### config.mk
export PLATFORM = sky130hd
export DESIGN_NAME = mem_access_unit
export DESIGN_NICKNAME = d
export VERILOG_FILES = /design/src/rtl/mem_access_unit.sv
export SDC_FILE = /design/constraint.sdc
export NUM_CORES = 1
export LEC_CHECK = 0
export ABC_AREA = 1
export CAP_MARGIN = 0
export CORE_AREA = 4 4 143 145
export DETAILED_ROUTE_END_ITERATION = 8
export DIE_AREA = 0 0 147 149
export GPL_TIMING_DRIVEN = 0
export PLACE_DENSITY = 0.64
export SYNTH_ARGS = -nofsm -noshare
export SYNTH_HDL_FRONTEND = slang
export SYNTH_SLANG_ARGS = --single-unit
### constraint.sdc
create_clock -name clk -period 1.88 [get_ports clk]
set_input_delay 0.376 -clock clk [delete_from_list [all_inputs] [get_ports clk]]
set_output_delay 0.376 -clock clk [all_outputs]
set_load 0.01 [all_outputs]
### src/rtl/mem_access_unit.sv
// mem_access_unit: load/store access unit for the multicycle RV32I core.
// Turns one controller request (fetch, load or store) into a word-aligned
// bus transaction with byte enables, waits for the bus to complete it
// (bounded by a timeout), and returns sign/zero-extended load data.
//
// Handshakes:
//   controller side - req is held high until done pulses for one cycle;
//                     stall = req & ~done keeps the controller parked.
//   bus side        - mem_req is high for every BUSY cycle with stable
//                     mem_we/mem_addr/mem_wdata/mem_be; the transfer
//                     completes in the cycle mem_ready is high, and
//                     mem_rdata is valid in that same cycle.
module mem_access_unit #(
   parameter int ADDR_W  = 32,
   parameter int TIMEOUT = 16
) (
   input  logic              clk,
   input  logic              reset,
   input  logic              req,
   input  logic              we,
   input  logic [2:0]        funct3,
   input  logic [ADDR_W-1:0] addr,
   input  logic [31:0]       wdata,
   output logic [31:0]       rdata,
   output logic              done,
   output logic              err,
   output logic [1:0]        err_cause,
   output logic              stall,
   output logic              mem_req,
   output logic              mem_we,
   output logic [ADDR_W-1:0] mem_addr,
   output logic [31:0]       mem_wdata,
   output logic [3:0]        mem_be,
   input  logic              mem_ready,
   input  logic [31:0]       mem_rdata,
   output logic [1:0]        dbg_state
);

   localparam logic [1:0] S_IDLE = 2'd0;
   localparam logic [1:0] S_BUSY = 2'd1;
   localparam logic [1:0] S_DONE = 2'd2;
   localparam logic [1:0] S_ERR  = 2'd3;

   // The counter only needs to reach TIMEOUT-1.
   localparam int CNT_W = (TIMEOUT > 2) ? $clog2(TIMEOUT) : 1;
   localparam logic [CNT_W-1:0] CNT_LAST = (TIMEOUT > 0) ? CNT_W'(TIMEOUT - 1) : '0;

   localparam logic [1:0] CAUSE_MISALIGN = 2'b01;
   localparam logic [1:0] CAUSE_FUNCT3   = 2'b10;
   localparam logic [1:0] CAUSE_TIMEOUT  = 2'b11;

   logic [1:0]        state_q, state_d;
   logic [CNT_W-1:0]  cnt_q, cnt_d;
   logic              we_q, we_d;
   logic [2:0]        f3_q, f3_d;
   logic [1:0]        lane_q, lane_d;
   logic [ADDR_W-1:0] addr_q, addr_d;
   logic [3:0]        be_q, be_d;
   logic [31:0]       wdat_q, wdat_d;
   logic [31:0]       rdata_q, rdata_d;
   logic [1:0]        cause_q, cause_d;

   logic              f3_illegal;
   logic              misaligned;
   logic [3:0]        be_next;
   logic [31:0]       wdat_next;
   logic [7:0]        byte_sel;
   logic [15:0]       half_sel;
   logic [31:0]       load_ext;

   // Legality of the incoming request; an illegal funct3 outranks misalignment.
   always_comb begin
      f3_illegal = 1'b0;
      case (funct3)
         3'b000, 3'b001, 3'b010: f3_illegal = 1'b0;
         3'b100, 3'b101:         f3_illegal = we;
         default:                f3_illegal = 1'b1;
      endcase
      misaligned = 1'b0;
      if (funct3[1:0] == 2'b01) begin
         misaligned = addr[0];
      end else if (funct3[1:0] == 2'b10) begin
         misaligned = |addr[1:0];
      end
   end

   // Byte enables and lane-replicated store data for the incoming request.
   always_comb begin
      be_next   = 4'b1111;
      wdat_next = wdata;
      if (we) begin
         case (funct3[1:0])
            2'b00: begin
               be_next   = 4'b0001 << addr[1:0];
               wdat_next = {4{wdata[7:0]}};
            end
            2'b01: begin
               be_next   = addr[1] ? 4'b1100 : 4'b0011;
               wdat_next = {2{wdata[15:0]}};
            end
            default: begin
               be_next   = 4'b1111;
               wdat_next = wdata;
            end
         endcase
      end
   end

   // Lane selection and extension of bus read data, using the latched request.
   always_comb begin
      byte_sel = mem_rdata[{lane_q, 3'b000} +: 8];
      half_sel = lane_q[1] ? mem_rdata[31:16] : mem_rdata[15:0];
      case (f3_q)
         3'b000:  load_ext = {{24{byte_sel[7]}}, byte_sel};
         3'b001:  load_ext = {{16{half_sel[15]}}, half_sel};
         3'b100:  load_ext = {24'b0, byte_sel};
         3'b101:  load_ext = {16'b0, half_sel};
         default: load_ext = mem_rdata;
      endcase
   end

   // FSM next state and next values of every latched field.
   always_comb begin
      state_d = state_q;
      cnt_d   = cnt_q;
      we_d    = we_q;
      f3_d    = f3_q;
      lane_d  = lane_q;
      addr_d  = addr_q;
      be_d    = be_q;
      wdat_d  = wdat_q;
      rdata_d = rdata_q;
      cause_d = cause_q;
      case (state_q)
         S_IDLE: begin
            if (req) begin
               if (f3_illegal) begin
                  state_d = S_ERR;
                  cause_d = CAUSE_FUNCT3;
               end else if (misaligned) begin
                  state_d = S_ERR;
                  cause_d = CAUSE_MISALIGN;
               end else begin
                  state_d = S_BUSY;
                  cnt_d   = '0;
                  we_d    = we;
                  f3_d    = funct3;
                  lane_d  = addr[1:0];
                  addr_d  = {addr[ADDR_W-1:2], 2'b00};
                  be_d    = be_next;
                  wdat_d  = wdat_next;
               end
            end
         end
         S_BUSY: begin
            if (mem_ready) begin
               rdata_d = load_ext;
               state_d = S_DONE;
            end else if ((TIMEOUT != 0) && (cnt_q == CNT_LAST)) begin
               state_d = S_ERR;
               cause_d = CAUSE_TIMEOUT;
            end else begin
               cnt_d = cnt_q + CNT_W'(1);
            end
         end
         default: state_d = S_IDLE;
      endcase
   end

   // State and latched fields; reset clears everything asynchronously.
   always_ff @(posedge clk or negedge reset) begin
      if (!reset) begin
         state_q <= S_IDLE;
         cnt_q   <= '0;
         we_q    <= 1'b0;
         f3_q    <= 3'b000;
         lane_q  <= 2'b00;
         addr_q  <= '0;
         be_q    <= 4'b0000;
         wdat_q  <= 32'h0;
         rdata_q <= 32'h0;
         cause_q <= 2'b00;
      end else begin
         state_q <= state_d;
         cnt_q   <= cnt_d;
         we_q    <= we_d;
         f3_q    <= f3_d;
         lane_q  <= lane_d;
         addr_q  <= addr_d;
         be_q    <= be_d;
         wdat_q  <= wdat_d;
         rdata_q <= rdata_d;
         cause_q <= cause_d;
      end
   end

   assign mem_req   = (state_q == S_BUSY);
   assign done      = (state_q == S_DONE) || (state_q == S_ERR);
   assign err       = (state_q == S_ERR);
   assign stall     = req & ~done;
   assign mem_we    = we_q;
   assign mem_addr  = addr_q;
   assign mem_be    = be_q;
   assign mem_wdata = wdat_q;
   assign rdata     = rdata_q;
   assign err_cause = cause_q;
   assign dbg_state = state_q;

endmodule

==> results of run 1 <==
==> placed cells by master, fill, tap and decap left out, types with 3 or more instances in the layout <==
master	Yosys	routed
nand3_1	48	48
clkbuf_1	12	11
clkdlybuf4s50_1	0	206
buf_6	2	3
o21ai_0	36	36
a21oi_1	36	36
nor2_1	17	17
inv_1	70	70
or2_2	14	14
buf_4	8	9
buf_2	17	17
o21ai_1	9	9
or2_1	3	3
nand2_1	400	400
dfrtp_1	112	111
clkbuf_16	0	9
==> metal layers <==
metal  up-vias  GRT usage
li1       2897          -
met4         0     0.0489
met3        19     0.0708
met2       229      0.278
met5         -          0
met1      2578      0.217
==> path summary, 6_finish.rpt <==
kind                                end  slack, ns
max                                 err       0.08
max in group asynchronous  dbg_state[1]       0.66
min                             f3_q[0]       0.43
min reg2reg                mem_addr[17]       0.48
min in group asynchronous     rdata[13]       0.51
max reg2reg                    rdata[0]       0.24
==> stage by stage <==
stage | instance area [um2] | total power, mW | TNS (ns) | hold slack (ns) | setup slack (ns)
finish | 8460 | 12.5 | 0 | 0.432 | 0.0811
global route | 8460 | 13.5 | 0 | 0.462 | 0.00526
global placement | 8130 | 10.6 | -493.01 | 0.461 | -4.23
floorplan | 5700 | 7.28 | 0 | 0.0804 | 0.403
detailed placement | 8160 | 10.7 | -19.60 | 0.326 | -0.340
CTS | 8450 | 12.7 | 0 | 0.487 | 0.0460
==> tightest hold or removal path: cells and delay by family <==
| family | cells | cell delay, ns |
|---|---|---|
| buf+inv | 2 | 0.28 |
| compound gates | 1 | 0.08 |
==> state kept, by name, summed over array words and instances, names as in the netlist <==
name / flops
mem_wdata: 32
rdata: 32
mem_addr: 30
cnt_q: 4
mem_be: 4
f3_q: 3
dbg_state: 2
err_cause: 2
lane_q: 2
mem_we: 1
==> layout make-up <==
| cell class | instances | area, um2 |
|---|---|---|
| Sequential cell | 112 | 2800 |
| Fill cell | 1988 | 10700 |
| Tap cell | 265 | 332 |
| Inverter | 73 | 277 |
| Multi-Input combinational cell | 574 | 2400 |
| Clock buffer | 9 | 225 |
| Clock inverter | 6 | 55.1 |
| Timing Repair Buffer | 213 | 2150 |
| Buffer | 41 | 221 |
==> power by group through the flow <==
stage / Combinational, mW / Sequential [mW] / Clock (mW)
2_1_floorplan: 2.60 / 4.68 / 0
3_3_place_gp: 6.37 / 4.25 / 0
3_5_place_dp: 6.42 / 4.25 / 0
4_1_cts: 6.44 / 4.25 / 1.98
5_1_grt: 7.06 / 4.40 / 2.04
6_report: 6.37 / 4.23 / 1.88
==> what timing repair did <==
item,in CTS,in global routing
setup buffers,0,1
pin swaps,1,1
setup endpoints to repair,3,43
hold buffers,1,0
resized for setup,3,3
hold endpoints to repair,42,0
==> cell families after synthesis <==
logic type               count (synthesis)
buffers and inverters                  114
flip-flops                             112
AO/OA/AOI/OAI                           81
adder cells (fa/ha/maj)                  1
other                                    1
AND/OR/NAND/NOR                        490
==> impl_metrics.sql, run 1 <==
INSERT INTO impl_metrics (metric_group, metric, value, unit) VALUES
('run_status', 'outcome', 'completed', ''),
('synthesis', 'synth_cell_types', '25', ''),
('pwr', 'seq_power_share', '0.339', ''),
('detailed_routing', 'vias_per_cell', '4.43', ''),
('setup_path', 'worstSetupStartpointType', 'flip-flop', ''),
('setup_path', 'required_time_of_the_worst_setup_path', '1.50', 'ns'),
('cts', 'root_buffer', 'clkbuf_16', ''),
('synthesis', 'muxShareOfSynthArea', '0', ''),
('pwr', 'power_switching', '4.86', 'mW'),
('detailed_routing', 'drcViolationCount', '0', ''),
('layout', 'finalCoreUtilization', '0.441', ''),
('setup_path', 'worstPathBufferInverterCount', '2', ''),
('placement', 'place.gp.congestion', '0.928', ''),
('setup_path', 'worst_setup_path_startpoint', 'dbg_state[1]', ''),
('layout', 'layout-drive-gt1-share', '0.0661', ''),
('timing', 'count_of_final_hold_check_violations', '0', ''),
('synthesis', 'post_synth_most_frequent_cells', 'nand2_1, dfrtp_1, inv_1', ''),
('setup_path', 'worst-r2r-cell-count', '10', ''),
('timing', 'period_minus_ws_final', '1.80', 'ns'),
('timing', 'timing.final.crit_share', '0.957', ''),
('setup_path', 'path_depth', '3', ''),
('timing', 'max_clock_freq', '0.556', 'GHz'),
('timing', 'finalSetupViolCount', '0', ''),
('floorplan', 'coreArea', '19200', 'um2'),
('cts', 'numClockSinks', '112', ''),
('floorplan', 'ios', '213', ''),
('pwr', 'clk_network_pwr_share', '0.151', ''),
('synthesis', 'post_synth_edffs', '0', ''),
('global_routing', 'first_global_vias', '5848', ''),
('synthesis', 'synth-adder-area-share', '0.00220', ''),
('pwr', 'sw_frac_of_total', '0.389', ''),
('global_routing', 'initial_antenna_violation_count', '0', ''),
('detailed_routing', 'maxUsedRoutingLayer', 'met4', ''),
('floorplan', 'total_die_area', '21900', 'um2'),
('timing', 'finalMaxSlewViolations', '0', ''),
('pwr', 'power_per_cell_area', '1480', 'nW/um2'),
('setup_path', 'cp.arrival', '1.42', 'ns'),
('timing', 'worst_slew_margin_rel', '0.643', ''),
('synthesis', 'yosys_warnings', '0', ''),
('floorplan', 'die-height', '149', 'um'),
('synthesis', 'flops_latches_synth', '112', ''),
('synthesis', 'synth-simple-area-share', '0.347', ''),
('detailed_routing', 'met3_wirelength', '2.02', 'mm'),
('layout', 'stdcell_count', '1293', ''),
('setup_path', 'timing.critical_path.fanout_max', '6', ''),
('timing', 'grt_setup_unrepaired', 'false', ''),
('global_routing', 'grt_max_degree', '71', ''),
('hold_path', 'hp-class', 'input pin to flip-flop', ''),
('synthesis', 'postSynth.topFlopCell', 'dfrtp_1', ''),
('layout', 'nNetsFinal', '1129', ''),
('placement', 'cell_total_after_placement', '1276', ''),
('cts', 'htree_levels', '3', ''),
('timing', 'fin_worst_skew', '0.00973', 'ns'),
('global_routing', 'grt_remaining_overflow', '0', ''),
('synthesis', 'post_synth_inst_count', '799', ''),
('synthesis', 'average_size_of_a_mapped_cell', '7.13', 'um2'),
('detailed_routing', 'antenna_left', '0', ''),
('timing', 'worst_tran_pin_value', '0.536', 'ns'),
('detailed_routing', 'wl_per_cell', '14.6', 'um'),
('synthesis', 'synth_seq_area_share', '0.492', ''),
('detailed_routing', 'dr.first_iter.drc_count', '272', ''),
('global_routing', 'grt_first_pass_wirelength', '30.5', 'mm'),
('floorplan', 'floorplan.die.width', '147', 'um'),
('cts', 'path_clk_slew', '0.07', 'ns'),
('pwr', 'power.share.combinational', '0.510', ''),
('floorplan', 'starting_density', '0.297', ''),
('setup_path', 'cp_cell_sequence', 'nand2_1 -> inv_1 -> clkdlybuf4s50_1', ''),
('cts', 'cts_inserted_buffers', '9', ''),
('synthesis', 'synth_largest_area_cell', 'dfrtp_1', ''),
('detailed_routing', 'met2WireLength', '8.35', 'mm'),
('synthesis', 'yosys.area.top_type_share', '0.492', '');
Note: power is estimated with default switching activity, not from simulation.
==> run 2, diff against run 1 <==
==> constraint.sdc (replaced) <==
create_clock -name clk -period 2.33 [get_ports clk]
set_input_delay 0.466 -clock clk [delete_from_list [all_inputs] [get_ports clk]]
set_output_delay 0.466 -clock clk [all_outputs]
set_load 0.01 [all_outputs]
==> run 2 against run 1 <==
Compared with the run above:
- via count shrank 0.28%
- largest power group unchanged
- combinational power fell by 19%
- design area is 0.24% lower
- wire length decreased by 0.10%
- utilization decreased by 0.10 points
- worst setup slack improved by 0.12 ns
- global-route usage barely moved
- clock skew barely moved
- critical path type is now input pin to output pin
- worst hold slack worse by 0.41 ns
==> impl_metrics.sql, run 2 (synthesis gave the netlist of run 1 again) <==
INSERT INTO impl_metrics (metric_group, metric, value, unit) VALUES
('timing', 'finalSetupViolCount', '0', ''),
('detailed_routing', 'antenna_left', '0', ''),
('cts', 'numClockSinks', '112', ''),
('setup_path', 'setup.worst_path.class', 'input pin to output pin', ''),
('cts', 'ctsHoldBuffers', '0', ''),
('global_routing', 'initial_antenna_violation_count', '0', ''),
('global_routing', 'grt_first_pass_wirelength', '30.4', 'mm'),
('cts', 'cts_resized', '0', ''),
('cts', 'path_clk_slew', '0.07', 'ns'),
('cts', 'tritoncts', 'yes', ''),
('global_routing', 'first_global_vias', '5840', ''),
('pwr', 'clk_network_pwr_share', '0.151', ''),
('timing', 'timing.final.crit_share', '0.913', ''),
('setup_path', 'worst_setup_path_startpoint', 'req', ''),
('setup_path', 'timing.critical_path.fanout_max', '2', ''),
('pwr', 'power_switching', '3.92', 'mW'),
('global_routing', 'busiest_layer', 'met2', ''),
('layout', 'layout.cells.most_common_list', 'nand2_1, clkdlybuf4s50_1, dfrtp_1', ''),
('cts', 'clkLatencyLatePin', '0.36', 'ns'),
('global_routing', 'grt_use_met3', '0.0711', ''),
('pwr', 'internal-power', '6.16', 'mW'),
('detailed_routing', 'num_vias', '5707', ''),
('run', 'maxCapViolations', '0', ''),
('global_routing', 'grt.met1_usage', '0.217', ''),
('cts', 'post_cts_buffers', '0', ''),
('timing', 'period_minus_ws_final', '2.13', 'ns'),
('timing', 'max_clock_freq', '0.470', 'GHz'),
('cts', 'root_buffer', 'clkbuf_16', ''),
('hold_path', 'hp-class', 'input pin to asynchronous set/reset pin', ''),
('detailed_routing', 'wl_per_cell', '14.6', 'um'),
('setup_path', 'cell_family_with_most_cp_delay', 'buffers and inverters', ''),
('cts', 'buffer_levels_on_the_longest_clock_path', '2', ''),
('detailed_routing', 'dr.first_iter.drc_count', '278', ''),
('detailed_routing', 'drt_pass1_iterations', '5', ''),
('timing', 'count_of_final_hold_check_violations', '0', ''),
('pwr', 'power.share.combinational', '0.510', ''),
('placement', 'dp.final_hpwl', '14.4', 'mm'),
('floorplan', 'floorplan.die.width', '147', 'um'),
('setup_path', 'worstSetupStartpointType', 'input pin', ''),
('setup_path', 'crit_path_top_delay_cell', 'clkdlybuf4s50_1', ''),
('cts', 'cts_inserted_buffers', '9', ''),
('setup_path', 'critPathMaxStageDelay', '0.56', 'ns'),
('floorplan', 'std_cell_rows', '51', ''),
('pwr', 'power_per_cell_area', '1190', 'nW/um2'),
('cts', 'htree_levels', '3', ''),
('layout', 'areaGrowthSynthToFinish', '48.2', '%'),
('layout', 'antenna_cells_inserted', '0', ''),
('placement', 'port_buffers', '210', ''),
('setup_path', 'worstPathBufferInverterCount', '3', ''),
('setup_path', 'reg2reg_setup_slack', '0.68', 'ns'),
('timing', 'final.setup.tns', '0', 'ns'),
('pwr', 'fin_total_pwr', '10.1', 'mW'),
('setup_path', 'cp_cell_sequence', 'clkdlybuf4s50_1 -> inv_1 -> nor2_1 -> clkdlybuf4s50_1', ''),
('placement', 'place.gp.congestion', '0.928', ''),
('run_status', 'outcome', 'completed', ''),
('global_routing', 'global_route.usage.total', '0.173', ''),
('setup_path', 'worst_path_most_repeated_cell', 'clkdlybuf4s50_1', ''),
('global_routing', 'grt_remaining_overflow', '0', ''),
('floorplan', 'die-height', '149', 'um'),
('timing', 'grt_setup_unrepaired', 'false', ''),
('layout', 'layout-drive-gt1-share', '0.0634', ''),
('detailed_routing', 'vias_per_cell', '4.42', ''),
('floorplan', 'ios', '213', ''),
('setup_path', 'cp.arrival', '1.66', 'ns'),
('timing', 'worst_slew_margin_rel', '0.640', ''),
('pwr', 'sw_frac_of_total', '0.389', ''),
('detailed_routing', 'drcViolationCount', '0', ''),
('timing', 'finalMaxSlewViolations', '0', ''),
('pwr', 'seq_power_share', '0.339', ''),
('layout', 'finalCoreUtilization', '0.440', ''),
('global_routing', 'grt_max_degree', '71', ''),
('timing', 'worst_tran_pin_value', '0.540', 'ns'),
('layout', 'leading_cell_type_in_the_layout_fill_and_taps_excluded', 'nand2_1', ''),
('pwr', 'ir_worst_vdd', '504', 'uV'),
('detailed_routing', 'totalWireLength', '18.9', 'mm'),
('floorplan', 'coreArea', '19200', 'um2'),
('setup_path', 'worst_setup_ep_type', 'output pin', ''),
('timing', 'fin_worst_skew', '0.00961', 'ns'),
('pwr', 'p_leak', '4.30', 'nW'),
('floorplan', 'total_die_area', '21900', 'um2'),
('floorplan', 'starting_density', '0.297', ''),
('setup_path', 'required_time_of_the_worst_setup_path', '1.86', 'ns'),
('setup_path', 'timing.rr.start', 'dbg_state[1]', ''),
('layout', 'nNetsFinal', '1127', ''),
('global_routing', 'grt_util_met2', '0.277', '');
-- run 2: cell types whose count changed in the layout (fill, tap and decap cells not counted), sizes merged --
cell and change:
clkdlybuf4s50 +3, buf -1, dlymetal6s2s -1, dlygate4sd3 -1, dlygate4sd2 -2
-- run 2: worst register-to-register path, cell delays in order (launching register included) --
cell and delay [ns]:
dfrtp_1 0.46, nor2_2 0.17, nand2_1 0.12, nand3b_1 0.18, buf_4 0.20, buf_6 0.16, buf_6 0.14, nand2_1 0.06
nand2_1 0.06
-- run 2: area by class of cell --
type / count / area (um2)
repair buffers: 211 / 2130
plain buffers: 41 / 220
multi-input cells: 574 / 2400
well taps: 265 / 332
clock inverters: 6 / 55.1
inverters: 73 / 277
flip-flops and latches: 112 / 2800
fillers: 1987 / 10800
clock buffers: 9 / 225
-- run 2: path summary, 6_finish.rpt --
check | to | cells past startpoint
max in group asynchronous | mem_addr[4] | 2
min | rdata[13] | 1
min reg2reg | mem_addr[17] | 2
min in group clk | mem_addr[17] | 2
max reg2reg | mem_addr[25] | 8
max | stall | 4
-- run 2: routing by layer --
layer,vias up,share of wire
met5,-,0
met4,0,0.017
met3,21,0.11
met2,229,0.44
met1,2565,0.43
li1,2892,-
-- run 2: power groups by stage --
stage / logic (mW) / registers (mW) / clock network, mW
final: 5.14 / 3.41 / 1.53
after global routing: 5.70 / 3.55 / 1.65
after CTS: 5.21 / 3.43 / 1.59
after detailed placement: 5.18 / 3.43 / 0
after global placement: 5.14 / 3.43 / 0
after floorplan: 2.10 / 3.78 / 0
-- run 2: metrics by stage --
| step | instances | setup WS [ns] | area [um2] | hold slack [ns] |
|---|---|---|---|---|
| after floorplan | 800 | 0.853 | 5700 | 0.170 |
| after global placement | 1275 | -3.87 | 8130 | 0.461 |
| after detailed placement | 1276 | 0.0196 | 8160 | 0.416 |
| after CTS | 1291 | 0.192 | 8440 | 0.0237 |
| after global routing | 1291 | 0.111 | 8440 | 0.0443 |
| final | 1291 | 0.202 | 8440 | 0.0250 |
==> run 3, diff against run 2 <==
--- a/config.mk
+++ b/config.mk
@@ -7,11 +7,13 @@
 export LEC_CHECK = 0
 export ABC_AREA = 1
 export CAP_MARGIN = 0
+export CELL_PAD_IN_SITES_DETAIL_PLACEMENT = 1
+export CELL_PAD_IN_SITES_GLOBAL_PLACEMENT = 1
 export CORE_AREA = 4 4 143 145
 export DETAILED_ROUTE_END_ITERATION = 8
 export DIE_AREA = 0 0 147 149
 export GPL_TIMING_DRIVEN = 0
-export PLACE_DENSITY = 0.64
+export PLACE_DENSITY = 0.84
 export SYNTH_ARGS = -nofsm -noshare
 export SYNTH_HDL_FRONTEND = slang
 export SYNTH_SLANG_ARGS = --single-unit
==> run 3 against run 2 <==
Compared with the run above:
- wire length increased by 13%
- combinational power increased by 3%
- sequential power about the same
- die area unchanged
- largest power group unchanged
- clock power increased by 16%
- utilization increased by 0.31 points
- critical endpoint unchanged
- sequential share of layout area decreased by 0.23 points
==> impl_metrics.sql, run 3 (synthesis gave the netlist of run 1 again) <==
INSERT INTO impl_metrics (metric_group, metric, value, unit) VALUES
('run_status', 'outcome', 'completed', ''),
('placement', 'place.gp.congestion', '0.875', ''),
('detailed_routing', 'vias_per_cell', '4.60', ''),
('timing', 'final.setup.tns', '0', 'ns'),
('detailed_routing', 'drt_pass1_iterations', '4', ''),
('layout', 'stdcell_count', '1292', ''),
('timing', 'final_critical_path_setup_slack', '0.194', 'ns'),
('cts', 'tritoncts', 'yes', ''),
('layout', 'nNetsFinal', '1127', ''),
('pwr', 'ir_worst_vdd', '553', 'uV'),
('pwr', 'fin_total_pwr', '10.5', 'mW'),
('detailed_routing', 'totalWireLength', '21.3', 'mm'),
('cts', 'cts_resized', '0', ''),
('timing', 'fin_hold_ws', '0.0265', 'ns'),
('setup_path', 'crit_path_top_delay_cell', 'clkdlybuf4s50_1', ''),
('cts', 'buffer_levels_on_the_longest_clock_path', '2', ''),
('layout', 'layout-drive-gt1-share', '0.0643', ''),
('setup_path', 'reg2reg_setup_slack', '0.60', 'ns'),
('detailed_routing', 'wl_per_cell', '16.5', 'um'),
('global_routing', 'grt_first_pass_wirelength', '34.0', 'mm'),
('setup_path', 'cp.arrival', '1.67', 'ns'),
('layout', 'areaGrowthSynthToFinish', '49.2', '%'),
('floorplan', 'coreArea', '19200', 'um2'),
('floorplan', 'ios', '213', ''),
('global_routing', 'global_route.usage.total', '0.195', ''),
('pwr', 'clk_network_pwr_share', '0.170', ''),
('layout', 'fin_area', '8500', 'um2'),
('pwr', 'power.share.combinational', '0.503', ''),
('pwr', 'power_per_cell_area', '1230', 'nW/um2'),
('setup_path', 'worstSetupStartpointType', 'input pin', ''),
('setup_path', 'cell_family_with_most_cp_delay', 'buffers and inverters', ''),
('setup_path', 'critPathMaxStageDelay', '0.56', 'ns'),
('timing', 'grt_setup_unrepaired', 'false', ''),
('floorplan', 'starting_density', '0.297', ''),
('setup_path', 'critical_path.reg2reg.endpoint', 'rdata[26]', ''),
('detailed_routing', 'met3_wirelength', '1.98', 'mm'),
('setup_path', 'cp_cell_sequence', 'clkdlybuf4s50_1 -> inv_1 -> nor2_1 -> clkdlybuf4s50_1', ''),
('setup_path', 'timing.critical_path.fanout_max', '2', ''),
('detailed_routing', 'met2WireLength', '10.2', 'mm'),
('cts', 'root_buffer', 'clkbuf_16', ''),
('cts', 'path_clk_slew', '0.08', 'ns'),
('detailed_routing', 'drcViolationCount', '0', ''),
('global_routing', 'grt_remaining_overflow', '0', ''),
('pwr', 'p_leak', '4.33', 'nW'),
('global_routing', 'initial_antenna_violation_count', '0', ''),
('timing', 'timing.final.crit_share', '0.917', ''),
('placement', 'port_buffers', '210', ''),
('setup_path', 'worst_setup_ep_type', 'output pin', ''),
('floorplan', 'die-height', '149', 'um'),
('cts', 'post_cts_buffers', '0', ''),
('timing', 'max_clock_freq', '0.468', 'GHz'),
('placement', 'pre_cts_ws', '0.0597', 'ns'),
('detailed_routing', 'm1WireLength', '8.70', 'mm'),
('layout', 'layout.cells.most_common_list', 'nand2_1, clkdlybuf4s50_1, dfrtp_1', ''),
('placement', 'place_area', '8160', 'um2'),
('detailed_routing', 'antenna_left', '0', ''),
('setup_path', 'worst-r2r-cell-count', '8', ''),
('placement', 'dp.final_hpwl', '16.4', 'mm'),
('timing', 'worst_tran_pin_value', '0.584', 'ns'),
('detailed_routing', 'dr.first_iter.drc_count', '172', ''),
('layout', 'fill_cells', '2361', ''),
('layout', 'leading_cell_type_in_the_layout_fill_and_taps_excluded', 'nand2_1', ''),
('floorplan', 'total_die_area', '21900', 'um2'),
('setup_path', 'timing.rr.start', 'f3_q[0]', ''),
('cts', 'ctsHoldBuffers', '0', ''),
('hold_path', 'hp-class', 'input pin to asynchronous set/reset pin', ''),
('setup_path', 'worstPathBufferInverterCount', '3', ''),
('layout', 'finalCoreUtilization', '0.443', ''),
('detailed_routing', 'maxUsedRoutingLayer', 'met4', ''),
('setup_path', 'worst_setup_path_startpoint', 'req', ''),
('layout', 'antenna_cells_inserted', '0', ''),
('timing', 'worst_slew_margin_rel', '0.611', ''),
('timing', 'finalMaxSlewViolations', '0', ''),
('run', 'maxCapViolations', '0', ''),
('cts', 'htree_levels', '3', ''),
('detailed_routing', 'num_vias', '5948', ''),
('cts', 'numClockSinks', '112', ''),
('global_routing', 'grt_max_degree', '69', ''),
('timing', 'finalSetupViolCount', '0', ''),
('floorplan', 'floorplan.die.width', '147', 'um'),
('pwr', 'power_switching', '4.10', 'mW'),
('setup_path', 'required_time_of_the_worst_setup_path', '1.86', 'ns'),
('global_routing', 'first_global_vias', '6400', ''),
('setup_path', 'setup.worst_path.class', 'input pin to output pin', ''),
('timing', 'fin_worst_skew', '0.00872', 'ns'),
('pwr', 'internal-power', '6.39', 'mW'),
('timing', 'period_minus_ws_final', '2.14', 'ns'),
('floorplan', 'std_cell_rows', '51', ''),
('cts', 'cts_inserted_buffers', '9', ''),
('cts', 'clkLatencyLatePin', '0.36', 'ns'),
('setup_path', 'worst_path_most_repeated_cell', 'clkdlybuf4s50_1', ''),
('placement', 'cell_total_after_placement', '1276', ''),
('pwr', 'seq_power_share', '0.328', ''),
('timing', 'count_of_final_hold_check_violations', '0', ''),
('pwr', 'sw_frac_of_total', '0.391', '');
==> run 3: final cells by class <==
| type | instances | area [um2] | area share |
|---|---|---|---|
| repair buffers | 211 | 2130 | 0.251 |
| multi-input cells | 574 | 2400 | 0.282 |
| clock inverters | 7 | 114 | 0.0134 |
| clock buffers | 9 | 225 | 0.0265 |
| plain buffers | 41 | 220 | 0.0259 |
| inverters | 73 | 277 | 0.0325 |
| flip-flops and latches | 112 | 2800 | 0.330 |
| well taps | 265 | 332 | 0.0390 |
==> run 3: power groups by stage <==
stage	clock network, mW	registers, mW	logic, mW
floorplan	0	3.78	2.10
global placement	0	3.43	5.16
detailed placement	0	3.46	5.31
CTS	1.86	3.46	5.36
global route	1.93	3.58	5.85
finish	1.78	3.44	5.28
==> run 3: worst register-to-register path, stage by stage (launching register included) <==
cell	delay, ns
dfrtp_1	0.33
buf_2	0.23
inv_1	0.12
nor2_1	0.17
nand3b_1	0.28
buf_2	0.30
nand3_1	0.13
nand2_1	0.07
inv_1	0.05
==> run 3: how the worst max path moves through the flow <==
stage	endpoint	slack, ns	cells past startpoint
after global routing	stall	0.11	4
after floorplan	mem_addr[21]	0.85	8
after global placement	mem_addr[8]	-3.83	1
after CTS	stall	0.19	4
after detailed placement	mem_addr[29]	0.06	10
final	stall	0.19	4
==> run 3: per-layer routing <==
layer,global-route usage,up-vias
met2,0.329,203
met1,0.236,2830
met3,0.0665,25
met4,0.0634,0
met5,0,-
li1,-,2890
